--- src/rtl/imem_boot_ctrl_if.sv ---
// Host-side load handshake for imem_boot_ctrl.
// The host (master) offers one instruction word per cycle. The boot controller (slave)
// takes the word on any cycle where host_valid and host_ready are both high.
interface imem_boot_ctrl_if;
    logic        host_valid;
    logic [15:0] host_data;
    logic        host_last;
    logic        host_ready;

    modport master (
        output host_valid,
        output host_data,
        output host_last,
        input  host_ready
    );

    modport slave (
        input  host_valid,
        input  host_data,
        input  host_last,
        output host_ready
    );
endinterface

--- src/rtl/imem_boot_ctrl.sv ---
// imem_boot_ctrl: boot/load sequencer for the Mips16 instruction memory.
// It streams host words into the IM at consecutive addresses. When loading ends it pulses
// pc_reset once, then holds rd_en high until stop.
// Optional feature macro: IMEM_NOP_PAD_EN. When it is defined, each non-zero host word is
// followed by NOP_GAP zero words. When it is undefined, the PAD path is compiled out.
module imem_boot_ctrl #(
    parameter int unsigned ADDR_W  = 8,
    parameter int unsigned NOP_GAP = 3
) (
    input  logic              clk,
    input  logic              reset,
    input  logic              start,
    input  logic              stop,
    imem_boot_ctrl_if.slave   bus,
    output logic              im_wen,
    output logic [ADDR_W-1:0] im_addr,
    output logic [15:0]       im_din,
    output logic              pc_reset,
    output logic              rd_en,
    output logic              busy,
    output logic              overflow
);

    typedef enum logic [2:0] {StIdle, StLoad, StPad, StPcrst, StRun, StErr} state_e;

    state_e state_q, state_d;

    // One extra bit so the counter can sit at 2^ADDR_W ("full") without wrapping.
    logic [ADDR_W:0]   addr_q, addr_d;
    logic              wen_q, wen_d;
    logic [ADDR_W-1:0] waddr_q, waddr_d;
    logic [15:0]       wdata_q, wdata_d;
    logic              pc_reset_q, pc_reset_d;
    logic              rd_en_q, rd_en_d;
    logic              full;

`ifdef IMEM_NOP_PAD_EN
    logic [3:0] pad_q, pad_d;
    logic       last_q, last_d;
    logic       pad_req;

    assign pad_req = (bus.host_data != 16'h0000) && (NOP_GAP != 0);
`else
    logic unused_nop_gap;

    assign unused_nop_gap = ^NOP_GAP;
`endif

    assign full = addr_q[ADDR_W];

    // Next-state and registered-output decode.
    always_comb begin
        state_d    = state_q;
        addr_d     = addr_q;
        wen_d      = 1'b0;
        waddr_d    = waddr_q;
        wdata_d    = wdata_q;
        pc_reset_d = 1'b0;
        rd_en_d    = 1'b0;
`ifdef IMEM_NOP_PAD_EN
        pad_d      = pad_q;
        last_d     = last_q;
`endif
        unique case (state_q)
            StIdle: begin
                addr_d = '0;
`ifdef IMEM_NOP_PAD_EN
                last_d = 1'b0;
`endif
                if (start) state_d = StLoad;
            end
            StLoad: begin
                if (bus.host_valid) begin
                    if (full) begin
                        // The accepted word has no address to go to, so it is dropped.
                        state_d = StErr;
                    end else begin
                        wen_d   = 1'b1;
                        waddr_d = addr_q[ADDR_W-1:0];
                        wdata_d = bus.host_data;
                        addr_d  = addr_q + 1'b1;
`ifdef IMEM_NOP_PAD_EN
                        if (pad_req) begin
                            state_d = StPad;
                            pad_d   = 4'(NOP_GAP);
                            last_d  = bus.host_last;
                        end else if (bus.host_last) begin
                            state_d = StPcrst;
                        end
`else
                        if (bus.host_last) state_d = StPcrst;
`endif
                    end
                end
            end
`ifdef IMEM_NOP_PAD_EN
            StPad: begin
                if (full) begin
                    state_d = StErr;
                end else begin
                    wen_d   = 1'b1;
                    waddr_d = addr_q[ADDR_W-1:0];
                    wdata_d = 16'h0000;
                    addr_d  = addr_q + 1'b1;
                    pad_d   = pad_q - 4'd1;
                    if (pad_q == 4'd1) state_d = last_q ? StPcrst : StLoad;
                end
            end
`endif
            StPcrst: begin
                pc_reset_d = 1'b1;
                state_d    = StRun;
            end
            StRun: begin
                if (stop) state_d = StIdle;
                else      rd_en_d = 1'b1;
            end
            StErr: begin
                if (stop) begin
                    state_d = StIdle;
                end else if (start) begin
                    state_d = StLoad;
                    addr_d  = '0;
`ifdef IMEM_NOP_PAD_EN
                    last_d  = 1'b0;
`endif
                end
            end
            default: state_d = StIdle;
        endcase
    end

    // State and output registers; reset forces all strobes low at once.
    always_ff @(posedge clk or negedge reset) begin
        if (!reset) begin
            state_q    <= StIdle;
            addr_q     <= '0;
            wen_q      <= 1'b0;
            waddr_q    <= '0;
            wdata_q    <= '0;
            pc_reset_q <= 1'b0;
            rd_en_q    <= 1'b0;
`ifdef IMEM_NOP_PAD_EN
            pad_q      <= '0;
            last_q     <= 1'b0;
`endif
        end else begin
            state_q    <= state_d;
            addr_q     <= addr_d;
            wen_q      <= wen_d;
            waddr_q    <= waddr_d;
            wdata_q    <= wdata_d;
            pc_reset_q <= pc_reset_d;
            rd_en_q    <= rd_en_d;
`ifdef IMEM_NOP_PAD_EN
            pad_q      <= pad_d;
            last_q     <= last_d;
`endif
        end
    end

    assign bus.host_ready = (state_q == StLoad);
    assign im_wen         = wen_q;
    assign im_addr        = waddr_q;
    assign im_din         = wdata_q;
    assign pc_reset       = pc_reset_q;
    assign rd_en          = rd_en_q;
    assign busy           = (state_q == StLoad) || (state_q == StPad) || (state_q == StPcrst);
    assign overflow       = (state_q == StErr);

endmodule

--- src/flat_wrapper.sv ---
// flat-port wrapper written by rule: the top's interface ports become plain ports
module imem_boot_ctrl_flat 
#(
    parameter int unsigned ADDR_W  = 8,
    parameter int unsigned NOP_GAP = 3
)
  (clk, reset, start, stop, im_wen, im_addr, im_din, pc_reset, rd_en, busy, overflow, bus_host_valid, bus_host_data, bus_host_last, bus_host_ready);
  imem_boot_ctrl_if bus_i ();
  input  logic clk;
  input  logic reset;
  input  logic start;
  input  logic stop;
  output logic im_wen;
  output logic [ADDR_W-1:0] im_addr;
  output logic [15:0] im_din;
  output logic pc_reset;
  output logic rd_en;
  output logic busy;
  output logic overflow;
  input wire logic [$bits(bus_i.host_valid)-1:0] bus_host_valid;
  input wire logic [$bits(bus_i.host_data)-1:0] bus_host_data;
  input wire logic [$bits(bus_i.host_last)-1:0] bus_host_last;
  output wire logic [$bits(bus_i.host_ready)-1:0] bus_host_ready;
  assign bus_i.host_valid = bus_host_valid;
  assign bus_i.host_data = bus_host_data;
  assign bus_i.host_last = bus_host_last;
  assign bus_host_ready = bus_i.host_ready;
  imem_boot_ctrl #(.ADDR_W(ADDR_W), .NOP_GAP(NOP_GAP)) u_core (.clk(clk), .reset(reset), .start(start), .stop(stop), .bus(bus_i), .im_wen(im_wen), .im_addr(im_addr), .im_din(im_din), .pc_reset(pc_reset), .rd_en(rd_en), .busy(busy), .overflow(overflow));
endmodule
--- config.mk ---
export PLATFORM = sky130hd
export DESIGN_NAME = imem_boot_ctrl_flat
export DESIGN_NICKNAME = d
export VERILOG_FILES = /design/src/rtl/imem_boot_ctrl_if.sv /design/src/rtl/imem_boot_ctrl.sv /design/src/flat_wrapper.sv
export SDC_FILE = /design/constraint.sdc
export NUM_CORES = 1
export LEC_CHECK = 0
export CORE_MARGIN = 3
export CORE_UTILIZATION = 49
export CTS_CLUSTER_SIZE = 20
export DETAILED_ROUTE_END_ITERATION = 16
export PLACE_DENSITY = 0.83
export SETUP_SLACK_MARGIN = 0.02
export SLEW_MARGIN = 20
export SYNTH_ARGS = -nofsm -noshare
export SYNTH_HDL_FRONTEND = slang
export SYNTH_SLANG_ARGS = --single-unit
--- constraint.sdc ---
create_clock -name clk -period 2.5 [get_ports clk]
set_input_delay 0.5 -clock clk [delete_from_list [all_inputs] [get_ports clk]]
set_output_delay 0.5 -clock clk [all_outputs]
set_load 0.03 [all_outputs]
==> metrics.txt <==
status finished, final reports clean; fin nets 251; sequential element share of the synthesized area 58.1%; Die Ht 64.6 µm; Sequential Power Share 36.5%; Die Area 4170 µm²; Crit Path Max Fanout 6; final worst slack 145 ps; # resized after CTS 0; final setup TNS 0 ps; share of cells above drive strength 1 8.77%; WP data required 2000 ps; clk sinks 39; CTS tree yes; routed len/inst 12.6 µm; FMAX 0.425 GHz; R2R Path Start u_core.state_q[1]; row count 20; Syn Area/Cell 9.55 µm²; DR pass1 iterations 4; Final Wtd Congestion 0.808; Yosys top cell by area dfrtp_1; depth of the worst register-to-register path 6; n_diodes 0; GRT met2 Usage 31.6%; PwrDens 1230 nW/µm²; final setup fails 0; Num CTS Buffers 5; Distinct cells, synth 36; Peak VDD IR 0.856 mV; Reg area 977 µm²; switching portion of total power 42.4%; dpl cells 265; final antenna-violating net count 0; clock root buffer clkbuf_4; Hold Crit Class input pin to asynchronous set/reset pin; critical path class flip-flop to primary output; internal power 1620 µW; met1 Track Usage GR 20.3%; Initial Util 53.3%; startpoint types flip-flop; Setup Fix Bufs, Post-CTS 0; Post-Layout Cell Count 272; clock share of power 14.4%; clock skew 10.3 ps; clock buffer depth 2; Psw 1190 µW; largest net degree at the start of global routing 40; GR Util All Layers 17.9%; area of the multi-input gates 647 µm²; flop2flop setup slack 690 ps; grt total ovfl 0; Clock Pin Slew Worst Setup and Hold Paths 110 ps; relative slew slack 45.2%; core area 3150 µm²; yosys warns 0; initial antenna violation count 0; Vias/cell 5.09; pre-CTS WS 393 ps; DRC violations left 0; Worst setup EP type primary output; Final Max Tran Viols 0; Die W 64.6 µm; fillers 261; min Tclk post-route 2350 ps; Cell Area, Synth 1680 µm²; CTS hold repair buffers 0; largest cells by area after synthesis dfrtp_1 (58%), nand2_1 (17%), a211o_2 (2.4%); grt met3 use 6.93%; DRT Wirelength 3430 µm; max-cap viol count 0; Top Usage Layer GRT met2; Mapped Cells 176; RR Endpoint u_core.im_addr[2]; slew of the pin with the lowest slew margin 823 ps; Leak 0.00114 µW; number of global-route vias before repair 1319; Iteration-0 DRC Markers 42; Final HPWL DP 2470 µm; Final Hold Vio Count 0; combinational power share 49.0%; Clock Latency Late Sink 340 ps; RSZ-0062 raised after global routing no; Top Ports 52; H-tree levels 2; Port Buf Inserts 51; Final Cycle Share 94.2%; Synth Register Bits 39; crit path DAT 1850 ps; first-pass GRT wire length 5820 µm; via count 1385; post-synthesis net count 199; Syn-to-layout area delta 36.0%; post-synth top area share 58.1%
## power groups by stage
| stage | Sequential [µW] | Clock [µW] | Combinational (µW) |
|---|---|---|---|
| after floorplan | 1330 | 0 | 569 |
| after global placement | 1020 | 0 | 1360 |
| after detailed placement | 1040 | 0 | 1390 |
| after CTS | 1030 | 414 | 1390 |
| after global routing | 1060 | 448 | 1480 |
| final | 1020 | 404 | 1370 |
## cell families (layout without fill, tap and decap cells)
family                     count (synthesis)  after routing  share of synthesized area (%)
AOI/OAI and AO/OA                         19             19                           8.71
buffers and inverters                     10             62                           3.42
and+or+nand+nor                          107            107                           29.0
DFF                                       39             39                           58.1
adders and majority gates                  1              1                          0.744
## cell usage in the layout (no fill, tap or decap), types with 2 or more instances in the layout
master | Yosys | layout
nand2_1 | 77 | 77
clkdlybuf4s50_1 | 0 | 49
dfrtp_1 | 39 | 38
nor2_1 | 5 | 5
and3_1 | 5 | 5
clkbuf_4 | 0 | 5
a21oi_1 | 4 | 4
a211o_2 | 4 | 4
nor3_1 | 3 | 3
nand3_1 | 3 | 3
nor3b_1 | 2 | 2
nor4_1 | 2 | 2
or2b_1 | 2 | 2
a31oi_1 | 2 | 2
buf_4 | 2 | 2
## worst max path at each step
stage / endpoint / start / slack (ps)
6_report: overflow / u_core.state_q[2] / 150
5_1_grt: overflow / u_core.state_q[2] / 50
2_1_floorplan: overflow / u_core.state_q[1] / 640
3_3_place_gp: u_core.addr_q[2] / stop / 410
4_1_cts: busy / u_core.state_q[1] / 100
3_5_place_dp: u_core.addr_q[2] / stop / 390
## critical path, stage by stage (launching register included)
cell             delay [ps]
dfrtp_1                 460
inv_1                   150
nor3b_1                 220
clkdlybuf4s50_1         700
## state kept, by name, summed over array words and instances, names as in the netlist
register and cells:
u_core.pc_reset 1, u_core.im_addr 8, u_core.im_din 16, u_core.state_q 3, u_core.rd_en 1, u_core.im_wen 1
u_core.addr_q 9
## cells in the mapped netlist
library cell,instances
inv_1,1
a211o_1,1
nand2_1,77
nor2_1,5
nand2b_1,1
clkbuf_1,1
and4b_1,1
dfrtp_1,39
a211o_2,4
a22o_2,1
buf_6,1
a31oi_1,2
nor4b_4,1
nor3_1,3
a41oi_1,1
nor3b_1,2
and3_1,5
or2b_1,2
and4_1,1
a211oi_1,1
a21oi_1,4
and2_1,1
a2bb2oi_1,1
nand3_1,3
o22ai_1,1
inv_2,1
nor4_1,2
buf_4,2
nand4_1,1
ha_1,1
nor2b_1,1
a21oi_2,1
o21ai_0,1
a221o_1,1
and2b_2,1
buf_2,4
## routing by layer
metal / wire [µm] / vias up
met2: 1740 / 46
met3: 266 / 5
li1: - / 693
met5: 0 / -
met4: 29 / 0
met1: 1390 / 641
## cell type report
class                           instances  area share, %
Clock buffer                            5           1.64
Clock inverter                          2           1.64
Inverter                                2          0.329
Multi-Input combinational cell        127           28.3
Sequential cell                        39           42.8
Tap cell                               44           2.41
Timing Repair Buffer                   53           22.9
## metrics by stage
stage          hold WS (ps)  total power [µW]  cell area (µm²)  util [%]
5_1_grt                 296              3000             2280      72.5
2_1_floorplan           204              1890             1680         -
4_1_cts                 271              2830             2280      72.3
6_report                246              2800             2280      72.5
3_5_place_dp            466              2430             2210      70.0
3_3_place_gp            457              2380             2210      70.0
Note: power is estimated with default switching activity, not from simulation.
